[src/rtl/load_store_unit.sv]
// Load/store sequencer: one outstanding memory access at a time, with lane
// steering for byte/halfword/word, alignment rejection and an ack timeout.
module load_store_unit #(
    parameter int unsigned MEM_TIMEOUT = 255
) (
    input  logic        clk,
    input  logic        rst_n,
    input  logic        lsu_request,
    input  logic        lsu_write,
    input  logic [1:0]  lsu_size,
    input  logic        lsu_unsigned,
    input  logic [31:0] address,
    input  logic [31:0] store_data,
    output logic        lsu_busy,
    output logic        lsu_done,
    output logic [31:0] load_data,
    output logic        misaligned,
    output logic        bus_error,
    output logic        mem_req,
    output logic        mem_we,
    output logic [31:0] mem_addr,
    output logic [31:0] mem_wdata,
    output logic [3:0]  mem_wstrb,
    input  logic [31:0] mem_rdata,
    input  logic        mem_ack
);

    typedef enum logic [1:0] {
        ST_IDLE   = 2'd0,
        ST_ACCESS = 2'd1,
        ST_DONE   = 2'd2
    } state_e;

    // Counter value of the last ACCESS cycle that may still see an ack.
    localparam logic [7:0] TIMEOUT_LAST = 8'(MEM_TIMEOUT - 1);

    state_e      state_q, state_d;
    logic [7:0]  cnt_q, cnt_d;
    logic        we_q, we_d;
    logic [1:0]  size_q, size_d;
    logic        uns_q, uns_d;
    logic [31:0] addr_q, addr_d;
    logic [31:0] wdata_q, wdata_d;
    logic [3:0]  wstrb_q, wstrb_d;
    logic [31:0] load_data_q, load_data_d;
    logic        misaligned_q, misaligned_d;
    logic        bus_error_q, bus_error_d;

    logic        accept;
    logic        acked;
    logic        timed_out;
    logic        req_misaligned;
    logic [3:0]  req_strb;
    logic [31:0] req_wdata;
    logic [7:0]  rd_byte;
    logic [15:0] rd_half;
    logic [31:0] load_ext;

    assign accept    = (state_q == ST_IDLE) && lsu_request;
    assign acked     = (state_q == ST_ACCESS) && mem_ack;
    assign timed_out = (state_q == ST_ACCESS) && !mem_ack && (cnt_q == TIMEOUT_LAST);

    // Decode the incoming request: alignment, byte strobes, replicated data.
    always_comb begin
        req_misaligned = 1'b0;
        req_strb       = 4'b1111;
        req_wdata      = store_data;
        case (lsu_size)
            2'b00: begin
                req_strb  = 4'b0001 << address[1:0];
                req_wdata = {4{store_data[7:0]}};
            end
            2'b01: begin
                req_misaligned = address[0];
                req_strb       = address[1] ? 4'b1100 : 4'b0011;
                req_wdata      = {2{store_data[15:0]}};
            end
            2'b10: begin
                req_misaligned = (address[1:0] != 2'b00);
            end
            default: begin
                req_misaligned = 1'b1;
            end
        endcase
    end

    // Select and extend the addressed lane of the returned word.
    always_comb begin
        case (addr_q[1:0])
            2'b00:   rd_byte = mem_rdata[7:0];
            2'b01:   rd_byte = mem_rdata[15:8];
            2'b10:   rd_byte = mem_rdata[23:16];
            default: rd_byte = mem_rdata[31:24];
        endcase
        rd_half = addr_q[1] ? mem_rdata[31:16] : mem_rdata[15:0];
        case (size_q)
            2'b00:   load_ext = uns_q ? {24'h0, rd_byte} : {{24{rd_byte[7]}}, rd_byte};
            2'b01:   load_ext = uns_q ? {16'h0, rd_half} : {{16{rd_half[15]}}, rd_half};
            default: load_ext = mem_rdata;
        endcase
    end

    // State register plus captured request/response registers.
    always_ff @(posedge clk or negedge rst_n) begin
        if (!rst_n) begin
            state_q      <= ST_IDLE;
            cnt_q        <= 8'd0;
            we_q         <= 1'b0;
            size_q       <= 2'b00;
            uns_q        <= 1'b0;
            addr_q       <= 32'h0;
            wdata_q      <= 32'h0;
            wstrb_q      <= 4'h0;
            load_data_q  <= 32'h0;
            misaligned_q <= 1'b0;
            bus_error_q  <= 1'b0;
        end else begin
            state_q      <= state_d;
            cnt_q        <= cnt_d;
            we_q         <= we_d;
            size_q       <= size_d;
            uns_q        <= uns_d;
            addr_q       <= addr_d;
            wdata_q      <= wdata_d;
            wstrb_q      <= wstrb_d;
            load_data_q  <= load_data_d;
            misaligned_q <= misaligned_d;
            bus_error_q  <= bus_error_d;
        end
    end

    // Next state: an ack in the final counted cycle wins over the timeout.
    always_comb begin
        state_d = state_q;
        case (state_q)
            ST_IDLE: begin
                if (lsu_request) begin
                    state_d = req_misaligned ? ST_DONE : ST_ACCESS;
                end
            end
            ST_ACCESS: begin
                if (mem_ack || (cnt_q == TIMEOUT_LAST)) begin
                    state_d = ST_DONE;
                end
            end
            ST_DONE: begin
                state_d = ST_IDLE;
            end
            default: begin
                state_d = ST_IDLE;
            end
        endcase
    end

    always_comb begin
        cnt_d        = cnt_q;
        we_d         = we_q;
        size_d       = size_q;
        uns_d        = uns_q;
        addr_d       = addr_q;
        wdata_d      = wdata_q;
        wstrb_d      = wstrb_q;
        load_data_d  = load_data_q;
        misaligned_d = misaligned_q;
        bus_error_d  = bus_error_q;
        if (accept) begin
            cnt_d        = 8'd0;
            we_d         = lsu_write;
            size_d       = lsu_size;
            uns_d        = lsu_unsigned;
            addr_d       = address;
            wdata_d      = req_wdata;
            wstrb_d      = lsu_write ? req_strb : 4'b0000;
            load_data_d  = 32'h0;
            misaligned_d = req_misaligned;
            bus_error_d  = 1'b0;
        end else if (acked) begin
            if (!we_q) begin
                load_data_d = load_ext;
            end
        end else if (timed_out) begin
            bus_error_d = 1'b1;
            load_data_d = 32'h0;
        end else if (state_q == ST_ACCESS) begin
            cnt_d = cnt_q + 8'd1;
        end
    end

    // Outputs decode straight from registers so reset clears them at once.
    always_comb begin
        lsu_busy   = (state_q != ST_IDLE);
        lsu_done   = (state_q == ST_DONE);
        mem_req    = (state_q == ST_ACCESS);
        mem_we     = (state_q == ST_ACCESS) && we_q;
        mem_wstrb  = (state_q == ST_ACCESS) ? wstrb_q : 4'b0000;
        mem_addr   = {addr_q[31:2], 2'b00};
        mem_wdata  = wdata_q;
        load_data  = load_data_q;
        misaligned = misaligned_q;
        bus_error  = bus_error_q;
    end

endmodule

[config.mk]
export PLATFORM = sky130hd
export DESIGN_NAME = load_store_unit
export DESIGN_NICKNAME = d
export VERILOG_FILES = /design/src/rtl/load_store_unit.sv
export SDC_FILE = /design/constraint.sdc
export NUM_CORES = 1
export LEC_CHECK = 0
export CAP_MARGIN = 20
export CORE_MARGIN = 2
export CORE_UTILIZATION = 42
export CTS_BUF_LIST = sky130_fd_sc_hd__clkbuf_2
export CTS_CLUSTER_SIZE = 28
export DETAILED_ROUTE_END_ITERATION = 10
export GPL_ROUTABILITY_DRIVEN = 1
export PLACE_DENSITY = 0.77
export SYNTH_ARGS = -nofsm -noshare
export SYNTH_HDL_FRONTEND = slang
export SYNTH_SLANG_ARGS = --single-unit
export TNS_END_PERCENT = 20
[constraint.sdc]
create_clock -name clk -period 1.6 [get_ports clk]
set_input_delay 0.4 -clock clk [delete_from_list [all_inputs] [get_ports clk]]
set_output_delay 0.4 -clock clk [all_outputs]
set_load 0.005 [all_outputs]
==> run_results.csv, run 1 <==
group,metric,value,unit
run_status,status,"complete, but fails checks",
run_status,failed_checks,"negative setup slack",
cts,path_clk_slew,160,ps
critical_path,cp.arrival,1720,ps
die,die_area,14600,sq um
sta,slew_viol_final,0,
global_routing,met2_usage,0.394,
route,postRouteAntennaNets,0,
cts,root_buffer,"clkbuf_2",
layout,fin_nets,956,
layout,syn_to_final_growth,48.4,%
pwr,power_density,1370,nW/um^2
route,via_count,5521,
global_routing,busiest_layer,"met2",
cts,numCtsBuffers,17,
sta,tns,-35070,ps
placement,port_buffers,207,
global_routing,grt_usage,0.243,
sta,period_share,1.32,
logic_synthesis,synth_ff_type,"dfrtp_1",
placement,hpwl,12400,um
critical_path,critPathRequiredTime,1200,ps
flow_run,cap_violations,0,
sta,finalSetupViolCount,198,
critical_path,cp-end-kind,"output pin",
global_routing,met1_usage,0.295,
die,rows,42,
cts,cts_max_path_buffers,2,
global_routing,antenna_found_initial,0,
route,drt_pass1_iterations,6,
cts,clock-sinks,116,
placement,gp_congestion,0.863,
cts,cts_tree,"yes",
critical_path,cp-startpoint,"state_q[1]$_DFFE_PN0P_",
route,viasPerCell,5.31,
logic_synthesis,syn-cell-area,5730,sq um
logic_synthesis,syn_area_per_cell,9.52,sq um
route,drc,0,
global_routing,met3_usage,0.0910,
cts,htree_levels,4,
die,die_y,121,um
die,die-width,121,um
critical_path,rrSetupSlack,-490,ps
critical_path,r2r_cells,8,
pwr,ir_worst_vdd,736,uV
die,core,13300,sq um
die,io-pin-count,210,
layout,drive_gt1_frac,0.307,
layout,final_common_cell,"nand2_1",
logic_synthesis,synthArstFlopShare,1.00,
placement,place_area,8160,sq um
critical_path,path_max_fanout,5,
sta,clock.fmax,0.472,GHz
critical_path,crit_path_start_kind,"register",
pwr,leakagePower,0.00430,uW
sta,fin_skew,17.2,ps
global_routing,grt_max_degree,103,
global_routing,grt_pass1_vias,5522,
layout,mostFrequentLayoutCells,"161 x nand2_1, 116 x dfrtp_1, 102 x clkdlybuf4s50_1",
sta,fin_ws,-518,ps
sta,hold-worst-slack,157,ps
die,start_util,0.431,
critical_path,path_class,"reg -> out",
logic_synthesis,seq_area_frac_synth,0.506,
critical_path,reg2reg_to,"load_data[3]$_DFFE_PN0P_",
layout,fill_cells,1105,
layout,stdcell_area,8510,sq um
logic_synthesis,synth_edf_count,0,
logic_synthesis,yosysWarnings,0,
logic_synthesis,synthDistinctLibCells,51,
placement,place_ws,-590,ps
global_routing,grt_pass1_wl,27800,um
cts,clock_latency,690,ps
layout,n_antenna_cell,0,
route,drt-wirelength-per-cell,18.1,um
sta,rsz0062_at_grt,"true",
route,drtIter0Drc,425,
sta,hold_violations,0,
critical_path,rr_startpoint,"state_q[1]$_DFFE_PN0P_",
sta,period_minus_slack,2120,ps
logic_synthesis,syn_inst,602,
global_routing,grt-ovfl-total,0,
route,wirelength,18800,um
logic_synthesis,synth-seq-cells,116,
hold_path,hold_class,"in -> async",
[worst max path at each step]
stage / to / slack [ps] / depth (start not counted)
final: mem_wstrb[0] / -520 / 4
after global routing: mem_wstrb[2] / -650 / 4
after CTS: mem_req / -600 / 4
after detailed placement: cnt_q[1]$_DFFE_PN0P_ / -590 / 5
after global placement: cnt_q[1]$_DFFE_PN0P_ / -560 / 5
after floorplan: load_data[10]$_DFFE_PN0P_ / -60 / 5
[cells in the mapped netlist (all sizes together) (2+ instances only)]
cell type,count,share of area
a32o,8,0.014
a221oi,7,0.011
o211ai,2,0.0035
clkbuf,26,0.017
mux2i,31,0.054
or3,3,0.0033
nor2,21,0.014
inv,6,0.0039
nor2b,4,0.0044
a21oi,21,0.024
o22ai,8,0.0087
nand4,2,0.0033
nand2,165,0.11
nand2b,18,0.020
buf,41,0.052
and2,5,0.0055
a21o,14,0.018
dfrtp,116,0.51
o21ai,47,0.042
nor3b,3,0.0048
xor2,3,0.0046
ha,2,0.0044
nand3,10,0.0087
a22o,16,0.024
mux2,8,0.016
[timing repair]
action | in CTS | in global routing
hold endpoints to repair | 116 | 0
hold buffers | 1 | 0
setup buffers | 18 | 7
setup endpoints to repair | 217 | 219
pin swaps | 7 | 26
resized for setup | 349 | 84
cloned | 0 | 7
[worst max-delay path: stages, from the launching register on]
cell     delay [ps]
dfrtp_1         450
nor2b_4         220
buf_6           140
and2_4          130
buf_6           100
[state kept, by name, summed over array words and instances (netlist names)]
register / cells
addr_q: 32
load_data: 32
mem_wdata: 32
cnt_q: 8
wstrb_q: 4
size_q: 2
state_q: 2
bus_error: 1
misaligned: 1
uns_q: 1
we_q: 1
[area by class of cell]
type                    count  area, sq um  area share
clock buffers              20          100      0.0118
clock inverters            12          138      0.0162
inverters                   7         26.3     0.00309
multi-input cells         413         2590       0.304
flip-flops and latches    116         2900       0.341
well taps                 176          220      0.0259
repair buffers            295         2530       0.298
[metal layers]
| layer | wire length, um | up-vias |
|---|---|---|
| met2 | 8890 | 302 |
| met3 | 1970 | 45 |
| li1 | - | 2528 |
| met5 | 0 | - |
| met4 | 584 | 0 |
| met1 | 7360 | 2646 |
[cells by family after synthesis]
| kind of cell | share of synthesized area |
|---|---|
| muxes | 0.0738 |
| AOI/OAI and AO/OA | 0.155 |
| and+or+nand+nor | 0.182 |
| other | 0.000654 |
| adders and majority gates | 0.00436 |
| xor gates and xnor gates | 0.00458 |
| buffers and inverters | 0.0738 |
| DFF | 0.506 |
[power breakdown]
part / switching (uW) / internal (uW)
clock network: 1110 / 865
logic: 2510 / 2640
registers: 633 / 3890
total: 4250 / 7400
[per-stage QoR]
stage          instances  power, uW  utilization
6_report            1039      11600        0.640
5_1_grt             1039      12400        0.640
4_1_cts             1026      11400        0.628
3_5_place_dp         975       9780        0.614
3_3_place_gp         975       9630        0.614
2_1_floorplan        603       7030            -
No activity file was read; power rests on OpenSTA's default activity.
==> run 2: changes to the inputs <==
--- a/config.mk
+++ b/config.mk
@@ -13,6 +13,7 @@
 export DETAILED_ROUTE_END_ITERATION = 10
 export GPL_ROUTABILITY_DRIVEN = 1
 export PLACE_DENSITY = 0.77
+export SKIP_LAST_GASP = 1
 export SYNTH_ARGS = -nofsm -noshare
 export SYNTH_HDL_FRONTEND = slang
 export SYNTH_SLANG_ARGS = --single-unit
==> run 2 against run 1 <==
- largest cell class is now buffers
- critical path type unchanged
- power increased by 4.4%
- critical endpoint is now mem_wstrb[2]
- largest power group unchanged
- critical path depth unchanged
- the flow still finishes with violations (negative setup slack)
- cell count increased by 2.0%
- global-route usage decreased by 0.25 points
- sequential share of layout area decreased by 1.1 points
==> run_results.csv, run 2 (synthesis gave the netlist of run 1 again) <==
group,metric,value,unit
run_status,status,"complete, but fails checks",
run_status,failed_checks,"negative setup slack",
sta,fin_skew,21.7,ps
critical_path,cp-end-kind,"output pin",
placement,dp.cells,975,
sta,hold-worst-slack,157,ps
global_routing,grt_max_degree,103,
pwr,power_density,1380,nW/um^2
cts,root_buffer,"clkbuf_2",
layout,fin_nets,977,
route,viasPerCell,5.33,
die,rows,42,
sta,tns,-33600,ps
pwr,ir_worst_vdd,716,uV
cts,cts_max_path_buffers,2,
cts,htree_levels,4,
route,postRouteAntennaNets,0,
sta,period_minus_slack,2100,ps
cts,numCtsBuffers,17,
sta,slew_viol_final,0,
flow_run,cap_violations,0,
route,drt-wirelength-per-cell,18.2,um
layout,mostFrequentLayoutCells,"163 x nand2_1, 133 x clkdlybuf4s50_1, 116 x dfrtp_1",
critical_path,cp.arrival,1700,ps
global_routing,grt-ovfl-total,0,
layout,fill_cells,1067,
sta,period_share,1.32,
sta,clock.fmax,0.475,GHz
critical_path,crit_path_start_kind,"register",
cts,clock-sinks,116,
layout,final_common_cell,"nand2_1",
die,die_area,14600,sq um
layout,syn_to_final_growth,53.2,%
cts,path_clk_slew,170,ps
sta,hold_violations,0,
placement,hpwl,12400,um
placement,gp_congestion,0.863,
global_routing,antenna_found_initial,0,
layout,drive_gt1_frac,0.271,
global_routing,grt_pass1_vias,5481,
die,start_util,0.431,
critical_path,path_class,"reg -> out",
cts,cts_tree,"yes",
sta,finalSetupViolCount,203,
route,drc,0,
critical_path,critPathRequiredTime,1200,ps
global_routing,grt_pass1_wl,27500,um
die,die_y,121,um
pwr,p_total,12200,uW
die,core,13300,sq um
route,drt_pass1_iterations,5,
global_routing,grt_usage,0.241,
pwr,leakagePower,0.00438,uW
layout,fin_cells,1060,
route,drtIter0Drc,548,
sta,rsz0062_at_grt,"true",
layout,n_antenna_cell,0,
sta,fin_ws,-505,ps
die,die-width,121,um
route,wirelength,19300,um
cts,clock_latency,680,ps
hold_path,hold_class,"in -> async",
die,io-pin-count,210,
route,via_count,5646,
placement,port_buffers,207,
critical_path,path_max_fanout,5,
==> run 2: cell types whose count changed in the layout (fill, tap and decap cells not counted), sizes merged <==
| cell | before | now |
|---|---|---|
| clkbuf | 68 | 58 |
| clkdlybuf4s50 | 102 | 133 |
==> run 2: cell type report <==
class | count | area [sq um] | share of cell area
clock buffers | 20 | 100 | 0.0114
clock inverters | 12 | 138 | 0.0157
inverters | 7 | 26.3 | 0.00299
multi-input cells | 413 | 2490 | 0.284
flip-flops and latches | 116 | 2900 | 0.330
well taps | 176 | 220 | 0.0251
repair buffers | 316 | 2910 | 0.331
==> run 2: report_power, final <==
part | switching, uW | leakage [uW] | internal (uW) | total (uW)
Clock | 1100 | 0.000148 | 865 | 1970
Sequential | 636 | 0.00149 | 3890 | 4530
Combinational | 2570 | 0.00274 | 3090 | 5660
==> run 2: repair_timing <==
item | 4_1_cts | 5_1_grt
pin swaps | 5 | 8
hold buffers | 1 | 0
endpoints found under the setup margin | 217 | 219
resized for setup | 182 | 99
buffers inserted | 18 | 23
hold endpoints to repair | 116 | 0
gates cloned | 0 | 12
==> run 2: routing by layer <==
layer | GRT usage | vias up | part of all wire
li1 | - | 2573 | -
met1 | 0.293 | 2741 | 0.39
met3 | 0.0925 | 36 | 0.10
met4 | 0.0858 | 0 | 0.025
met2 | 0.389 | 296 | 0.48
met5 | 0 | - | 0
==> run 2: final timing paths <==
| path | to | slack [ps] | cells after the start | from |
|---|---|---|---|---|
| max in group asynchronous | load_data[13]$_DFFE_PN0P_ | 890 | 3 | rst_n |
| worst min register to register | addr_q[18]$_DFFE_PN0P_ | 500 | 2 | addr_q[18]$_DFFE_PN0P_ |
| worst min-delay path | load_data[6]$_DFFE_PN0P_ | 160 | 2 | rst_n |
| min in group clk | addr_q[29]$_DFFE_PN0P_ | 230 | 3 | address[29] |
| worst max register to register | load_data[3]$_DFFE_PN0P_ | -400 | 7 | state_q[1]$_DFFE_PN0P_ |
| worst max-delay path | mem_wstrb[2] | -500 | 4 | state_q[1]$_DFFE_PN0P_ |
==> run 2: worst max-delay path, cell delays in order, from the launching register on <==
cell and delay (ps):
dfrtp_1 460, nor2b_4 210, buf_6 130, and2_4 130
buf_6 90
==> run 2: metrics by stage <==
stage                      util  setup WS [ps]  instance area [sq um]
after detailed placement  0.614           -590                   8160
after global placement    0.614           -562                   8160
final                     0.661           -505                   8780
after global routing      0.661           -631                   8780
after floorplan               -          -59.3                   5740
after CTS                 0.630           -596                   8380
